[config.mk]
export PLATFORM = sky130hd
export DESIGN_NAME = daq_adc_reader
export DESIGN_NICKNAME = d
export VERILOG_FILES = /design/src/rtl/daq_pkg.sv /design/src/rtl/daq_conv_timer.sv /design/src/rtl/daq_adc_reader.sv
export SDC_FILE = /design/constraint.sdc
export NUM_CORES = 1
export LEC_CHECK = 0
export ABC_AREA = 1
export CAP_MARGIN = 20
export CORE_ASPECT_RATIO = 0.5
export CORE_UTILIZATION = 50
export CTS_CLUSTER_DIAMETER = 50
export DETAILED_ROUTE_END_ITERATION = 6
export PLACE_DENSITY = 0.78
export SETUP_SLACK_MARGIN = 0.4
export SLEW_MARGIN = 20
export SYNTH_ARGS = -nofsm -noshare
export SYNTH_HDL_FRONTEND = slang
export SYNTH_SLANG_ARGS = --single-unit
[constraint.sdc]
create_clock -name clk_i -period 2.3 [get_ports clk_i]
set_clock_uncertainty 0.2 [all_clocks]
set_input_delay 0.575 -clock clk_i [delete_from_list [all_inputs] [get_ports clk_i]]
set_output_delay 0.575 -clock clk_i [all_outputs]
set_load 0.01 [all_outputs]
[src/rtl/daq_pkg.sv]
// Shared definitions for the DAQ ADC front end: FSM encoding, default sizes,
// oversampling select codes and the ADC reset pulse length.
package daq_pkg;

  localparam int unsigned NUM_CH_DEF  = 8;
  localparam int unsigned DATA_W_DEF  = 16;
  localparam int unsigned CH_W        = 3;
  localparam int unsigned OS_W        = 3;
  localparam int unsigned ADC_RST_LEN = 5;

  // AD7606 OS[2:0] codes
  localparam logic [OS_W-1:0] OS_NONE = 3'd0;
  localparam logic [OS_W-1:0] OS_X2   = 3'd1;
  localparam logic [OS_W-1:0] OS_X4   = 3'd2;
  localparam logic [OS_W-1:0] OS_X8   = 3'd3;
  localparam logic [OS_W-1:0] OS_X16  = 3'd4;
  localparam logic [OS_W-1:0] OS_X32  = 3'd5;
  localparam logic [OS_W-1:0] OS_X64  = 3'd6;

  typedef enum logic [2:0] {
    S_ADC_RST,
    S_IDLE,
    S_CONVST,
    S_BUSY_HI,
    S_BUSY_LO,
    S_RD,
    S_PRESENT
  } adc_state_e;

endpackage

[src/rtl/daq_conv_timer.sv]
// Conversion period timer: free-running period counter, tick strobe and
// saturating count of ticks that arrive while the reader is busy.
// Ports: clk, rst_n (sync, active low), en, in_idle -> tick_c, overrun_cnt.
module daq_conv_timer #(
  parameter int unsigned CONV_PERIOD = 2000
) (
  input  logic       clk,
  input  logic       rst_n,
  input  logic       en,
  input  logic       in_idle,
  output logic       tick_c,
  output logic [7:0] overrun_cnt
);

  localparam int unsigned CNT_W = $clog2(CONV_PERIOD + 1);

  logic [CNT_W-1:0] cnt;

  assign tick_c = en && (cnt == CNT_W'(CONV_PERIOD - 1));

  // Period counter, parked at zero while disabled
  always_ff @(posedge clk) begin
    if (!rst_n) begin
      cnt <= '0;
    end else if (!en || tick_c) begin
      cnt <= '0;
    end else begin
      cnt <= cnt + CNT_W'(1);
    end
  end

  // A tick outside IDLE is a skipped conversion
  always_ff @(posedge clk) begin
    if (!rst_n) begin
      overrun_cnt <= '0;
    end else if (tick_c && !in_idle && (overrun_cnt != 8'hFF)) begin
      overrun_cnt <= overrun_cnt + 8'd1;
    end
  end

endmodule

[src/rtl/daq_adc_reader.sv]
// AD7606-style parallel ADC reader: periodic CONVST, BUSY handshake with
// timeout, sequential CS/RD channel reads, valid/ready sample stream.
// Ports: clk_i, reset_n_i (sync, active low), en_i, os_sel_i -> adc_os_o;
//   ADC pins adc_reset_o, adc_convst_n_o, adc_cs_n_o, adc_rd_n_o, adc_busy_i,
//   adc_db_i; stream sample_o/_ch_o/_first_o/_last_o/_valid_o, sample_ready_i;
//   status overrun_cnt_o, tmo_err_o.
// Build option: ADC_TEST_PATTERN_EN replaces captured data with
//   {frame_cnt, ch} for link bring-up.
module daq_adc_reader
  import daq_pkg::*;
#(
  parameter int unsigned NUM_CH      = NUM_CH_DEF,
  parameter int unsigned DATA_W      = DATA_W_DEF,
  parameter int unsigned CONV_PERIOD = 2000,
  parameter int unsigned CONVST_LOW  = 4,
  parameter int unsigned RD_LOW      = 4,
  parameter int unsigned BUSY_TMO    = 1024
) (
  input  logic              clk_i,
  input  logic              reset_n_i,
  input  logic              en_i,
  input  logic [OS_W-1:0]   os_sel_i,
  output logic [OS_W-1:0]   adc_os_o,
  output logic              adc_reset_o,
  output logic              adc_convst_n_o,
  output logic              adc_cs_n_o,
  output logic              adc_rd_n_o,
  input  logic              adc_busy_i,
  input  logic [DATA_W-1:0] adc_db_i,
  output logic [DATA_W-1:0] sample_o,
  output logic [CH_W-1:0]   sample_ch_o,
  output logic              sample_first_o,
  output logic              sample_last_o,
  output logic              sample_valid_o,
  input  logic              sample_ready_i,
  output logic [7:0]        overrun_cnt_o,
  output logic              tmo_err_o
);

  localparam int unsigned TMR_W = $clog2(BUSY_TMO + CONVST_LOW + RD_LOW + ADC_RST_LEN + 1);
  localparam logic [CH_W-1:0] LAST_CH = CH_W'(NUM_CH - 1);

  adc_state_e        state, state_nxt;
  logic [TMR_W-1:0]  tmr, tmr_nxt;
  logic [CH_W-1:0]   ch, ch_nxt;
  logic              tick_c;
  logic              capture_c;
  logic              tmo_c;
  logic              latch_os_c;
  logic              frame_done_c;
  logic [DATA_W-1:0] cap_data_c;

  daq_conv_timer #(
    .CONV_PERIOD (CONV_PERIOD)
  ) u_timer (
    .clk         (clk_i),
    .rst_n       (reset_n_i),
    .en          (en_i),
    .in_idle     (state == S_IDLE),
    .tick_c      (tick_c),
    .overrun_cnt (overrun_cnt_o)
  );

`ifdef ADC_TEST_PATTERN_EN
  logic [12:0] frame_cnt;

  always_ff @(posedge clk_i) begin
    if (!reset_n_i) begin
      frame_cnt <= '0;
    end else if (frame_done_c) begin
      frame_cnt <= frame_cnt + 13'd1;
    end
  end

  assign cap_data_c = {frame_cnt[DATA_W-4:0], ch};
`else
  assign cap_data_c = adc_db_i;
`endif

  // State register
  always_ff @(posedge clk_i) begin
    if (!reset_n_i) begin
      state <= S_ADC_RST;
      tmr   <= '0;
      ch    <= '0;
    end else begin
      state <= state_nxt;
      tmr   <= tmr_nxt;
      ch    <= ch_nxt;
    end
  end

  // Next state; tmr counts cycles spent in the current state
  always_comb begin
    state_nxt    = state;
    tmr_nxt      = tmr + TMR_W'(1);
    ch_nxt       = ch;
    capture_c    = 1'b0;
    tmo_c        = 1'b0;
    latch_os_c   = 1'b0;
    frame_done_c = 1'b0;
    case (state)
      S_ADC_RST: begin
        if (tmr == TMR_W'(ADC_RST_LEN - 1)) begin
          state_nxt = S_IDLE;
          tmr_nxt   = '0;
        end
      end
      S_IDLE: begin
        tmr_nxt = '0;
        if (tick_c) begin
          latch_os_c = 1'b1;
          state_nxt  = S_CONVST;
        end
      end
      S_CONVST: begin
        if (tmr == TMR_W'(CONVST_LOW - 1)) begin
          state_nxt = S_BUSY_HI;
          tmr_nxt   = '0;
        end
      end
      S_BUSY_HI: begin
        if (adc_busy_i) begin
          state_nxt = S_BUSY_LO;
          tmr_nxt   = '0;
        end else if (tmr == TMR_W'(BUSY_TMO - 1)) begin
          tmo_c     = 1'b1;
          state_nxt = S_IDLE;
          tmr_nxt   = '0;
        end
      end
      S_BUSY_LO: begin
        if (!adc_busy_i) begin
          state_nxt = S_RD;
          tmr_nxt   = '0;
          ch_nxt    = '0;
        end else if (tmr == TMR_W'(BUSY_TMO - 1)) begin
          tmo_c     = 1'b1;
          state_nxt = S_IDLE;
          tmr_nxt   = '0;
        end
      end
      S_RD: begin
        // Data bus is sampled at the end of the last RD_N-low cycle
        if (tmr == TMR_W'(RD_LOW - 1)) begin
          capture_c = 1'b1;
          state_nxt = S_PRESENT;
          tmr_nxt   = '0;
        end
      end
      S_PRESENT: begin
        tmr_nxt = '0;
        if (sample_ready_i) begin
          if (ch == LAST_CH) begin
            frame_done_c = 1'b1;
            state_nxt    = S_IDLE;
          end else begin
            ch_nxt    = ch + CH_W'(1);
            state_nxt = S_RD;
          end
        end
      end
      default: begin
        state_nxt = S_IDLE;
        tmr_nxt   = '0;
      end
    endcase
  end

  // ADC pins and stream flags registered from the next state
  always_ff @(posedge clk_i) begin
    if (!reset_n_i) begin
      adc_reset_o    <= 1'b1;
      adc_convst_n_o <= 1'b1;
      adc_cs_n_o     <= 1'b1;
      adc_rd_n_o     <= 1'b1;
      adc_os_o       <= OS_NONE;
      sample_valid_o <= 1'b0;
      tmo_err_o      <= 1'b0;
    end else begin
      adc_reset_o    <= (state_nxt == S_ADC_RST);
      adc_convst_n_o <= (state_nxt != S_CONVST);
      adc_cs_n_o     <= (state_nxt != S_RD);
      adc_rd_n_o     <= (state_nxt != S_RD);
      sample_valid_o <= (state_nxt == S_PRESENT);
      tmo_err_o      <= tmo_err_o | tmo_c;
      if (latch_os_c) begin
        adc_os_o <= os_sel_i;
      end
    end
  end

  // Sample payload, held while the consumer stalls
  always_ff @(posedge clk_i) begin
    if (!reset_n_i) begin
      sample_o       <= '0;
      sample_ch_o    <= '0;
      sample_first_o <= 1'b0;
      sample_last_o  <= 1'b0;
    end else if (capture_c) begin
      sample_o       <= cap_data_c;
      sample_ch_o    <= ch;
      sample_first_o <= (ch == '0);
      sample_last_o  <= (ch == LAST_CH);
    end
  end

endmodule

==> results.yml, run 1 <==
clock_tree:
  clockRootBuffer: "clkbuf_16"
  clock_sinks: 65
  htreeDepth: 3
  cts_tree: "yes"
  cts_buffers: 9
  cts.clk_slew.worst_paths_ns: 0.05
  cts_buffer_depth: 2
  clock_latency_ns: 0.33
critical_path:
  end_kind: "output pin"
  critPathBufInv: 1
  critPathArrivalTime_ns: 1.03
  slowest_stage: "dfxtp_1"
  max_stage_delay_ns: 0.41
  crit_required_ns: 1.52
  critPathTopFamily: "flip-flops"
  crit_chain: "dlygate4sd2_1"
  critPathKind: "register to output pin"
  cp-start-kind: "register"
  worstPathMaxFanout: 5
cells_and_area:
  multi_input_area_um2: 1520
  fill_cells: 478
  syn2layout_area_growth_pct: 31.0
  drive_above_1_share_pct: 12.7
  antenna_cells: 0
  layout.core_utilization_pct: 69.7
  fin_cells: 545
  fin_nets: 499
  regArea_um2: 1310
sta:
  finalCritPeriodShare_pct: 78.5
  finalHoldViolCount: 0
  period_minus_slack_ns: 1.81
  whs_ns: 0.243
  rsz0062_at_grt: "no"
  finalSetupViolCount: 0
  maxSlewViolCount: 0
  clock.fmax_ghz: 0.554
  tns_ns: 0
  slew-limit-headroom_pct: 75.7
  worst_slew_pin_slew_ns: 0.363
logic_synthesis:
  yosysSeqAreaShare_pct: 43.4
  syn_inst: 401
  synth_area_leaders: "dfxtp_1 43%, nand2_1 12%, a21oi_1 7.3%, nor2_1 6.1%, nand3_1 4.5%"
  synth_edf_count: 0
  ys_seq_elements: 65
  postSynth.asyncResetShare_pct: 0
  ys_warn_count: 0
  synth_top_family_by_area: "simple AND/OR/NAND/NOR gates"
  synth_common_cells: "99 x nand2_1, 65 x dfxtp_1, 49 x nor2_1, 44 x a21oi_1, 30 x inv_1"
  synth_fa_ha_area_share_pct: 2.92
  synth_top_area_share_pct: 43.4
  synth.distinct_cells: 34
  synth.avg_cell_area_um2: 7.48
  synth_mux_area_share_pct: 0
  synth-compound-area-share_pct: 10.1
  synth_nets: 432
  synth_area_um2: 3000
  yosysTopAreaCell: "dfxtp_1"
  synth-simple-area-share_pct: 32.6
  yosysMostFrequentCell: "nand2_1"
  synthFlopType: "dfxtp_1"
  synth_xor_area_share_pct: 3.51
detailed_routing:
  vias: 2708
  met3WireLength_um: 272
  routed_wl_um: 6340
  top_layer_used: "met4"
  wl_met1_um: 3090
  drt_iter0_markers: 178
  drt-wirelength-per-cell_um: 11.6
  drtAntennaViolNets: 0
  dr.pass1.iters: 7
  drc_errors: 1
  dr_wl_met2_um: 2890
  via_per_inst: 4.97
outcome:
  run_status: "finished with violations"
  violations: "DRC"
global_routing:
  grt_pass1_vias: 2373
  globalRouteOverflowTotal: 0
  antenna_found_initial: 0
  grt_max_degree: 23
  grt_pass1_wl_um: 10400
  grt_usage_pct: 21.1
power_and_ir_drop:
  ir_drop_mv: 0.554
  power_leakage_nw: 1.63
  power.density_nw_per_um2: 653
  totalPowerFinal_w: 0.00257
floorplanning:
  dieArea_um2: 6330
  fp.dieH_um: 56.8
  ios: 62
  dieWidth_um: 112
  core-area_um2: 5630
  fp-row-count: 19
  initial_core_util_pct: 53.2
place:
  port_buffers: 61
  place_hpwl_um: 4360
  dpl.cell_count: 529
  place.gp.congestion: 0.816
flow_run:
  drv_cap: 0
hold_path:
  hp-class: "register to register"
-- path summary, 6_finish.rpt --
path                          startpoint          endpoint  slack (ns)  cells after the start
setup / recovery  u_timer.overrun_cnt[5]  overrun_cnt_o[5]        0.49                      1
hold / removal                    tmr[0]            tmr[0]        0.24                      1
setup reg to reg                   ch[0]             ch[0]        0.52                      7
hold reg to reg                   tmr[0]            tmr[0]        0.24                      1
-- metrics by stage --
step                worst slack (ns)  area, µm²
floorplan                      0.625       3000
global placement               0.254       3650
detailed placement             0.224       3650
CTS                            0.461       3870
global route                   0.409       3930
finish                         0.494       3930
-- state kept, by name, summed over array words and instances (netlist names), 3 cells and up --
| register | flops |
|---|---|
| ch | 3 |
| adc_os_o | 3 |
| state | 3 |
| u_timer.overrun_cnt | 8 |
| u_timer.cnt | 11 |
| sample_o | 16 |
| tmr | 11 |
| sample_ch_o | 3 |
-- repair_timing --
action                                  4_1_cts  5_1_grt
hold buffers                                  0        0
resized for setup                            41       14
pin swaps                                     0        4
endpoints found under the setup margin       40       46
buffers inserted                              0        1
-- cell type report --
type	count	area share [%]
multi-input combinational	290	38.6
sequential	65	33.4
timing repair buffer	68	15.7
clock buffer	11	6.18
inverter	34	3.38
tap	73	2.33
clock inverter	4	0.510
-- power by group --
| group | internal (W) | switching, W | leakage [nW] |
|---|---|---|---|
| clock | 0.000743 | 0.000452 | 0.135 |
| combinational | 0.0000895 | 0.000101 | 0.967 |
| sequential | 0.00115 | 0.0000286 | 0.527 |
| total | 0.00198 | 0.000582 | 1.63 |
-- cell usage in the layout, fill, tap and decap left out, types with 2 or more instances in the layout --
cell type,synthesis,routed
a21oi_1,44,44
buf_4,2,7
clkbuf_16,0,9
clkdlybuf4s50_1,0,23
clkinv_2,0,4
dfxtp_1,65,58
dfxtp_2,0,7
dlygate4sd2_1,0,38
ha_1,7,6
inv_1,30,30
inv_2,3,2
inv_4,1,2
nand2_1,99,99
nand2_2,2,2
nand2_4,2,2
nand3_1,27,26
nand3_2,3,4
nand3b_1,2,2
nand4_1,4,4
nor2_1,49,46
nor2_2,9,10
nor2_4,2,4
nor3_1,4,4
nor3_2,3,3
nor3b_1,2,2
o21a_1,2,2
o21ai_0,10,10
xnor2_1,6,6
xor2_1,6,6
-- cell families (layout without fill, tap and decap cells) --
logic type      after synthesis  after routing
compound gates               59             59
buf+inv                      46            117
fa+ha+maj                     7              7
simple gates                212            212
xor+xnor                     12             12
flops                        65             65
-- per-layer routing --
layer	global-route usage [%]	up-vias
li1	-	1426
met1	25.2	1234
met2	34.4	38
met3	7.78	10
met4	9.07	0
met5	0	-
Note: power is estimated with default switching activity, not from simulation.
==> run 2, diff against run 1 <==
Clock period 2.3 ns to 1.8 ns, I/O delays scaled along.
==> run 2 against run 1 <==
  * The run ends with DRC, setup timing left
  * Cell count increased by 9.2%
  * Clock power increased by 43%
  * Design area increased by 29%
  * Wire length increased by 64%
  * Via count increased by 23%
  * Combinational power increased by 100%
  * Power increased by 40%
  * Flip-flop and latch count unchanged
  * Largest power group unchanged
==> results.yml, run 2 (same netlist as run 1, synthesis figures left out) <==
outcome:
  run_status: "finished with violations"
  violations: "DRC, setup timing"
cells_and_area:
  layout_common_cells: "78 x nand2_1, 44 x buf_6, 40 x nor2_1, 39 x dfxtp_2, 38 x buf_4"
  multi_input_area_um2: 1960
  reg_top3: "sample_o (16), tmr (11), u_timer.cnt (11)"
  largest_reg_flops: 16
  top_register: "sample_o"
  fin_nets: 548
  fill_cells: 249
  syn2layout_area_growth_pct: 69.1
  antenna_cells: 0
  final_common_cell: "nand2_1"
  fin_cells: 595
  drive_above_1_share_pct: 49.2
  regArea_um2: 1400
floorplanning:
  ios: 62
  core-area_um2: 5630
  initial_core_util_pct: 53.2
  fp-row-count: 19
  dieArea_um2: 6330
  fp.dieH_um: 56.8
  dieWidth_um: 112
power_and_ir_drop:
  clockPowerShare_pct: 47.3
  internal-power_w: 0.00272
  p_sw_share_pct: 24.0
  ir_drop_mv: 0.882
  totalPowerFinal_w: 0.00359
  switchingPower_w: 0.000861
  pwr-share-comb_pct: 10.8
  power.density_nw_per_um2: 707
  pwr-share-seq_pct: 41.9
  power_leakage_nw: 1.99
critical_path:
  end_kind: "register"
  r2r_end: "sample_first_o"
  r2r_start: "tmr[1]"
  slowest_stage: "dfxtp_4"
  worstPathMaxFanout: 9
  crit_chain: "ha_4 > nor3b_4 > buf_4 > nand3_4 > buf_12 > nor2_1 > nand2_1 > a21oi_1"
  critPathKind: "register to register"
  reg2reg_depth: 8
  crit_required_ns: 1.84
  cp-start-kind: "register"
  r2r_slack_ns: -0.12
  critPathArrivalTime_ns: 1.96
  max_stage_delay_ns: 0.36
hold_path:
  hold_end: "tmr[0]"
  worstHoldPathCells: 1
  min_from: "tmr[0]"
  hp-class: "register to register"
clock_tree:
  cts_buffer_depth: 2
  htreeDepth: 3
  cts_tree: "yes"
  cts.clk_slew.worst_paths_ns: 0.05
  clock_sinks: 65
  clock_latency_ns: 0.34
  clockRootBuffer: "clkbuf_16"
  cts_buffers: 9
place:
  dpl.cell_count: 535
  place_hpwl_um: 5140
  port_buffers: 61
  place.gp.congestion: 0.832
global_routing:
  grt_usage_pct: 25.5
  antenna_found_initial: 0
  grt_pass1_wl_um: 12500
  globalRouteOverflowTotal: 0
  grt_pass1_vias: 2823
  grt_max_degree: 27
sta:
  period_minus_slack_ns: 1.92
  clock.fmax_ghz: 0.521
  slew-limit-headroom_pct: 66.8
  fin_ws_ns: -0.119
  worst_slew_pin_slew_ns: 0.495
  whs_ns: 0.247
  rsz0062_at_grt: "yes"
  finalHoldViolCount: 0
  finalSetupViolCount: 4
  maxSlewViolCount: 0
  finalCritPeriodShare_pct: 107
detailed_routing:
  drc_errors: 9
  dr.pass1.iters: 6
  routed_wl_um: 10400
  drt_iter0_markers: 226
  drt-wirelength-per-cell_um: 17.5
  via_per_inst: 5.59
  vias: 3328
  drtAntennaViolNets: 0
flow_run:
  drv_cap: 0
==> run 2: cell types whose count changed in the layout (fill, tap and decap cells not counted), sizes merged <==
cell	before	now
buf	7	88
clkdlybuf4s15	0	1
clkbuf	11	16
clkinv	4	3
dlygate4sd2	38	0
clkdlybuf4s50	23	21
inv	34	35
dlymetal6s2s	0	2
nand2	103	104
==> run 2: layout make-up <==
type,instances,share of cell area [%]
clock buffers,14,5.60
well taps,73,1.80
inverters,34,2.81
repair inverters,2,0.395
flip-flops and latches,65,27.5
multi-input cells,291,38.6
repair buffers,114,23.0
clock inverters,2,0.197
==> run 2: how the worst max path moves through the flow <==
stage | to | cells after the start | start
2_1_floorplan | adc_convst_n_o | 9 | tmr[1]
3_3_place_gp | adc_convst_n_o | 8 | adc_busy_i
3_5_place_dp | adc_convst_n_o | 8 | adc_busy_i
4_1_cts | adc_convst_n_o | 9 | tmr[0]
5_1_grt | sample_first_o | 8 | tmr[1]
6_report | sample_first_o | 8 | tmr[1]
==> run 2: per-layer routing <==
| layer | up-vias | routed length (µm) | global-route usage (%) |
|---|---|---|---|
| met4 | 0 | 307 | 9.85 |
| li1 | 1548 | - | - |
| met2 | 131 | 5310 | 44.9 |
| met3 | 32 | 622 | 8.10 |
| met5 | - | 0 | 0 |
| met1 | 1617 | 4180 | 29.3 |
==> run 2: through the flow <==
stage	worst slack [ns]	util (%)	area [µm²]	TNS, ns
after floorplan	0.283	-	3180	0
after global placement	-0.208	68.8	3880	-2.24
after detailed placement	-0.218	68.8	3880	-3.78
after CTS	0.142	78.6	4430	0
after global routing	-0.164	90.0	5070	-0.415
final	-0.119	90.0	5070	-0.167
==> run 2: power groups by stage <==
stage	Combinational, W	Sequential (W)	Clock [W]
6_report	0.000388	0.00150	0.00170
2_1_floorplan	0.000165	0.00153	0
5_1_grt	0.000409	0.00151	0.00178
4_1_cts	0.000289	0.00150	0.00169
3_3_place_gp	0.000259	0.00153	0
3_5_place_dp	0.000265	0.00154	0
==> run 2: repair_timing <==
item	4_1_cts	5_1_grt
hold buffers	0	0
endpoints found under the hold margin	0	0
cloned	0	6
pin swaps	10	40
endpoints found under the setup margin	102	103
setup buffers	11	27
resized for setup	241	101
==> run 2: critical path, delay by kind of cell, from the launching register on <==
kind                     cells  cell delay (ns)
buffers and inverters        2             0.33
AND/OR/NAND/NOR              4             0.60
flip-flops                   1             0.36
adder cells (fa/ha/maj)      1             0.14
AO/OA/AOI/OAI                1             0.18
